$ cat src/rtl/world_fade_pkg.sv
// world_fade_pkg
// Shared constants for the world-transition fader: FSM state encodings,
// the full-brightness level and the one-hot map-enable decode table.
// No ports; imported by world_fade.
package world_fade_pkg;

    // FSM state encodings (also visible on world_fade.state_dbg)
    localparam logic [1:0] ST_IDLE     = 2'd0;
    localparam logic [1:0] ST_FADE_OUT = 2'd1;
    localparam logic [1:0] ST_HOLD     = 2'd2;
    localparam logic [1:0] ST_FADE_IN  = 2'd3;

    // Brightness level meaning "fully lit"
    localparam logic [3:0] BRIGHT_MAX = 4'd15;

    // One-hot map enable codes
    localparam logic [3:0] MAP0_OH = 4'b0001;
    localparam logic [3:0] MAP1_OH = 4'b0010;
    localparam logic [3:0] MAP2_OH = 4'b0100;
    localparam logic [3:0] MAP3_OH = 4'b1000;

    // Returns {valid, index}. Anything other than exactly one set bit
    // (including 0000) is reported invalid.
    function automatic logic [2:0] onehot_decode(input logic [3:0] en);
        logic [2:0] res;
        case (en)
            MAP0_OH: res = {1'b1, 2'd0};
            MAP1_OH: res = {1'b1, 2'd1};
            MAP2_OH: res = {1'b1, 2'd2};
            MAP3_OH: res = {1'b1, 2'd3};
            default: res = {1'b0, 2'd0};
        endcase
        return res;
    endfunction

endpackage

$ cat src/rtl/world_fade_timer.sv
// fade_timer
// Counts frame_tick pulses and pulses done on the length-th tick, then
// restarts from zero. clear holds the count at zero.
// Ports:
//   clk    in  system clock
//   reset  in  asynchronous active-low reset
//   clear  in  hold counter at zero (also suppresses done)
//   length in  ticks per done pulse (1..15)
//   tick   in  one-cycle frame pulse
//   done   out combinational pulse, high in the cycle of the length-th tick
module fade_timer (
    input  logic       clk,
    input  logic       reset,
    input  logic       clear,
    input  logic [3:0] length,
    input  logic       tick,
    output logic       done
);

    logic [3:0] count_q;
    logic [3:0] count_d;

    // done is combinational so the parent can act on the same edge
    // that consumes the final tick.
    assign done = tick && !clear && ((count_q + 4'd1) == length);

    always_comb begin
        count_d = count_q;
        if (clear) begin
            count_d = 4'd0;
        end else if (tick) begin
            if (done) begin
                count_d = 4'd0;
            end else begin
                count_d = count_q + 4'd1;
            end
        end
    end

    always_ff @(posedge clk or negedge reset) begin
        if (!reset) begin
            count_q <= 4'd0;
        end else begin
            count_q <= count_d;
        end
    end

endmodule

$ cat src/rtl/world_fade.sv
// world_fade
// Fades the display to black, swaps the displayed map, and fades back in
// whenever the world-select stage requests a different map.
// Ports:
//   clk        in  system clock
//   reset      in  asynchronous active-low reset
//   map_en     in  [3:0] one-hot map request (non-one-hot values ignored)
//   frame_tick in  one-cycle pulse per video frame
//   map_sel    out [1:0] index of the displayed map
//   brightness out [3:0] 15 = full, 0 = black
//   busy       out high for the whole transition
//   freeze     out high during FADE_OUT and HOLD (player input ignored)
//   state_dbg  out [1:0] current FSM state
// Handshake: map_en is a level request sampled every cycle; there is no
// ready. A request is accepted only in IDLE (start a transition), in
// FADE_OUT (retarget) or HOLD (retarget and swap immediately); during
// FADE_IN it is not looked at, so a held request is seen on the first
// IDLE cycle.
module world_fade
    import world_fade_pkg::*;
#(
    parameter int unsigned FADE_STEP_FRAMES = 2,
    parameter int unsigned HOLD_FRAMES      = 4
) (
    input  logic       clk,
    input  logic       reset,
    input  logic [3:0] map_en,
    input  logic       frame_tick,
    output logic [1:0] map_sel,
    output logic [3:0] brightness,
    output logic       busy,
    output logic       freeze,
    output logic [1:0] state_dbg
);

    localparam logic [3:0] STEP_LEN = 4'(FADE_STEP_FRAMES);
    localparam logic [3:0] HOLD_LEN = 4'(HOLD_FRAMES);

    logic [1:0] state_q,  state_d;
    logic [1:0] target_q, target_d;
    logic [1:0] map_sel_q, map_sel_d;
    logic [3:0] bright_q, bright_d;
    logic       busy_q,   busy_d;
    logic       freeze_q, freeze_d;

    logic [2:0] en_dec;
    logic       en_valid;
    logic [1:0] en_idx;
    logic       timer_clear;
    logic [3:0] timer_len;
    logic       step_done;

    assign en_dec   = onehot_decode(map_en);
    assign en_valid = en_dec[2];
    assign en_idx   = en_dec[1:0];

    // Every state change happens on a done pulse (which self-clears the
    // counter) or out of IDLE (where the counter is held clear), so the
    // frame count always restarts at zero in a new state.
    assign timer_clear = (state_q == ST_IDLE);
    assign timer_len   = (state_q == ST_HOLD) ? HOLD_LEN : STEP_LEN;

    fade_timer u_timer (
        .clk    (clk),
        .reset  (reset),
        .clear  (timer_clear),
        .length (timer_len),
        .tick   (frame_tick),
        .done   (step_done)
    );

    always_comb begin
        state_d   = state_q;
        target_d  = target_q;
        map_sel_d = map_sel_q;
        bright_d  = bright_q;
        busy_d    = busy_q;
        freeze_d  = freeze_q;

        case (state_q)
            ST_IDLE: begin
                if (en_valid && (en_idx != map_sel_q)) begin
                    target_d = en_idx;
                    state_d  = ST_FADE_OUT;
                    busy_d   = 1'b1;
                    freeze_d = 1'b1;
                end
            end

            ST_FADE_OUT: begin
                // Last request wins; the fade itself keeps going.
                if (en_valid) begin
                    target_d = en_idx;
                end
                if (step_done) begin
                    if (bright_q <= 4'd1) begin
                        bright_d  = 4'd0;
                        state_d   = ST_HOLD;
                        // target_d so a request on this very edge is honoured
                        map_sel_d = target_d;
                    end else begin
                        bright_d = bright_q - 4'd1;
                    end
                end
            end

            ST_HOLD: begin
                // Screen is black, so a late retarget can swap at once.
                if (en_valid) begin
                    target_d  = en_idx;
                    map_sel_d = en_idx;
                end
                if (step_done) begin
                    state_d  = ST_FADE_IN;
                    freeze_d = 1'b0;
                end
            end

            ST_FADE_IN: begin
                if (step_done) begin
                    if (bright_q >= (BRIGHT_MAX - 4'd1)) begin
                        bright_d = BRIGHT_MAX;
                        state_d  = ST_IDLE;
                        busy_d   = 1'b0;
                    end else begin
                        bright_d = bright_q + 4'd1;
                    end
                end
            end

            default: begin
                state_d = ST_IDLE;
            end
        endcase
    end

    always_ff @(posedge clk or negedge reset) begin
        if (!reset) begin
            state_q   <= ST_IDLE;
            target_q  <= 2'd0;
            map_sel_q <= 2'd0;
            bright_q  <= BRIGHT_MAX;
            busy_q    <= 1'b0;
            freeze_q  <= 1'b0;
        end else begin
            state_q   <= state_d;
            target_q  <= target_d;
            map_sel_q <= map_sel_d;
            bright_q  <= bright_d;
            busy_q    <= busy_d;
            freeze_q  <= freeze_d;
        end
    end

    assign map_sel    = map_sel_q;
    assign brightness = bright_q;
    assign busy       = busy_q;
    assign freeze     = freeze_q;
    assign state_dbg  = state_q;

endmodule

$ cat config.mk
export PLATFORM = sky130hd
export DESIGN_NAME = world_fade
export DESIGN_NICKNAME = d
export VERILOG_FILES = /design/src/rtl/world_fade_pkg.sv /design/src/rtl/world_fade_timer.sv /design/src/rtl/world_fade.sv
export SDC_FILE = /design/constraint.sdc
export NUM_CORES = 1
export LEC_CHECK = 0
export CELL_PAD_IN_SITES_DETAIL_PLACEMENT = 0
export CELL_PAD_IN_SITES_GLOBAL_PLACEMENT = 1
export CORE_MARGIN = 1.5
export CORE_UTILIZATION = 27
export CTS_CLUSTER_SIZE = 24
export DETAILED_ROUTE_END_ITERATION = 8
export PLACE_DENSITY = 0.55
export SYNTH_ARGS = -nofsm -noshare
export SYNTH_HDL_FRONTEND = slang
export SYNTH_SLANG_ARGS = --single-unit
$ cat constraint.sdc
create_clock -name clk -period 2.1 [get_ports clk]
set_input_delay 0.42 -clock clk [delete_from_list [all_inputs] [get_ports clk]]
set_output_delay 0.42 -clock clk [all_outputs]
set_load 0.01 [all_outputs]
==> metrics.md <==
| Metric | Value |
|---|---|
| Run status | completed |
| Placeable Area | 4414 sq um |
| Initial antenna violation count | 0 |
| Synth top area share | 0.2407 |
| WP data arrival | 2.14 ns |
| DR pass1 iterations | 4 |
| Tmin final | 2.004 ns |
| DRT iter0 DRCs | 34 |
| Worst path max stage delay | 0.42 ns |
| Final nets | 193 |
| Post-synth top cells | dfrtp_1 (12), inv_1 (11), ha_1 (9), nor2_1 (9) |
| CP bufs+invs | 0 |
| Top_reg_cell synth | dfrtp_1 |
| Ys async rst share | 1.000 |
| Worst-Margin Slew | 0.3506 ns |
| Crit path from | u_timer.count_q[1]$_DFFE_PN0P_ |
| Met3 global-route usage | 0.02991 |
| Htree depth | 1 |
| First-pass GRT wire length | 5.299 mm |
| RSZ-0062 raised after global routing | yes |
| PortBufs | 16 |
| Ys Warns | 0 |
| GR Layer Usage met1 | 0.1736 |
| Final setup vio count | 0 |
| # hold bufs at CTS | 0 |
| Final Cycle Share | 0.9545 |
| Area Overhead vs Synth | 35.81% |
| DIE AREA | 5037 sq um |
| FILL cells | 455 |
| Die Y | 70.97 microns |
| Critical path's top delay family | multiplexers |
| WL/cell | 12.88 microns |
| Vias | 1,136 |
| Sequential fraction of the synthesis area | 0.3250 |
| Vias in the first global route | 1,150 |
| Mapped Avg Cell Area | 8.847 sq um |
| Placed Cells | 224 |
| WS Path Type | flop to flop |
| Fin. Hold Viols | 0 |
| Synth cell types | 44 |
| Number of flops mapped to enable cells by yosys | 0 |
| Global Route Usage Sum | 0.1309 |
| GRT met2 Usage | 0.2170 |
| Final core utilization | 0.3838 |
| Antenna cells | 0 |
| CTS sink count | 16 |
| Via/cell ratio | 4.982 |
| Max cap viols | 0 |
| Antenna-violating nets left | 0 |
| CTS resizes | 0 |
| Worst-path clk slew | 0.07 ns |
| Worst-case clock buffer depth | 2 |
| Busiest grt layer | met2 |
| Largest net degree at the start of global routing | 17 |
| Skew final | 0.006107 ns |
| Top cells by area, synth | dfrtp_1 (24%), ha_1 (9.0%), dfstp_2 (8.4%) |
| Crit Path Max Fanout | 4 |
| Syn_nets | 157 |
| Slowest cell on crit path | dfrtp_1 |
| Critical path launch point type | flop |
| Worst-Skew Late Latency | 0.25 ns |
| Leak | 0.7211 nW |
| Cell Rows | 24 |
| Slew Viols, Final | 0 |
| Max Fclk | 0.4989 GHz |
| Slew margin rel. | 0.7655 |
| Share of cells above drive strength 1 | 0.2330 |
| Area leader, netlist | dfrtp_1 |
| Count leader, synth | dfrtp_1 |
| Total gr overflow | 0 |
| Gpl congestion | 0.7743 |
| # DRC | 0 |
| Post-CTS setup buffer count | 0 |
| RR Startpoint | u_timer.count_q[1]$_DFFE_PN0P_ |
| Synth Instances | 141 |
| Die Width | 70.97 microns |
| CP Data Required Time | 2.24 ns |
| Synthesized area | 1247 sq um |
| Total CTS buffers | 3 |
| CP endpoint kind | flop |
| Hold WC Path Type | input pin to asynchronous set/reset pin |
| Setup TNS | 0 ns |
| I/O pin count | 17 |
| Peak VDD IR | 0.4663 mV |
| Starting Density | 0.2826 |
| Root Driver | clkbuf_8 |
| PwrDens | 1379 nW/um^2 |
| #FFs+latches synth | 16 |
| Placed wire-length estimate | 2.273 mm |
| Routed WL | 2.936 mm |
| Worst-path cell chain | ha_2, xnor2_2, mux2i_2, a31oi_2, a211o_1, mux2_4 |
| Fin cells | 228 |
| CTS tree | built |
## layer usage
| layer | vias to the layer above | wire [microns] |
|---|---|---|
| met5 | - | 0 |
| met4 | 0 | 21 |
| met3 | 2 | 87 |
| met2 | 13 | 1375 |
| met1 | 542 | 1452 |
| li1 | 579 | - |
## report_power, final
part           internal (mW)  leakage [nW]  switching, mW
sequential             0.444         0.181          0.140
combinational          0.762         0.511          0.712
clock                  0.166        0.0288          0.112
## path summary, 6_finish.rpt
check	slack [ns]	end	cells after the start
max	0.1	state_dbg[1]$_DFFE_PN0P_	6
min	0.49	state_dbg[0]$_DFFE_PN0P_	2
max reg2reg	0.1	state_dbg[1]$_DFFE_PN0P_	6
min reg2reg	0.51	freeze$_DFFE_PN0P_	2
max in group asynchronous	1.35	brightness[2]$_DFFE_PN1P_	2
min in group clk	0.51	freeze$_DFFE_PN0P_	2
## final cells by class
class	count	area, sq um	share of cell area
clock buffers	4	55.05	0.03250
inverters	11	41.29	0.02437
multi-input cells	108	809.5	0.4778
flip-flops and latches	16	405.4	0.2393
well taps	52	65.06	0.03840
repair buffers	37	317.8	0.1876
## per-stage QoR
| stage | hold slack [ns] | area [sq um] | power (mW) | setup WS [ns] |
|---|---|---|---|---|
| 2_1_floorplan | 0.1244 | 1247 | 1.487 | 0.009032 |
| 3_3_place_gp | 0.4894 | 1607 | 2.001 | -0.06891 |
| 3_5_place_dp | 0.5081 | 1607 | 2.025 | -0.09057 |
| 4_1_cts | 0.4934 | 1662 | 2.313 | 0.02409 |
| 5_1_grt | 0.5022 | 1694 | 2.565 | -0.03159 |
| 6_report | 0.4857 | 1694 | 2.337 | 0.09551 |
## flip-flops by register name, indices dropped and copies added (netlist names)
| signal | cells |
|---|---|
| map_sel | 2 |
| busy | 1 |
| state_dbg | 2 |
| brightness | 4 |
| freeze | 1 |
| u_timer.count_q | 4 |
| target_q | 2 |
## cells by family (layout without fill, tap and decap cells)
kind of cell / after synthesis / in the layout / synth area share
adder cells (fa/ha/maj): 9 / 9 / 0.09027
multiplexers: 9 / 9 / 0.08124
AND/OR/NAND/NOR: 45 / 45 / 0.1896
flip-flops: 16 / 16 / 0.3250
XOR/XNOR: 7 / 7 / 0.04915
buffers and inverters: 17 / 52 / 0.05215
AO/OA/AOI/OAI: 38 / 38 / 0.2126
## layout by cell type, fill, tap and decap left out, types with 6 or more instances in the layout
cell type and instances:
ha_1 8, nand2_1 7, buf_4 21, clkdlybuf4s50_1 16, inv_1 11, o21ai_0 7
a21oi_1 6, nor2_1 9, dfrtp_1 12, nor2b_1 6
No activity file was read; power rests on OpenSTA's default activity.
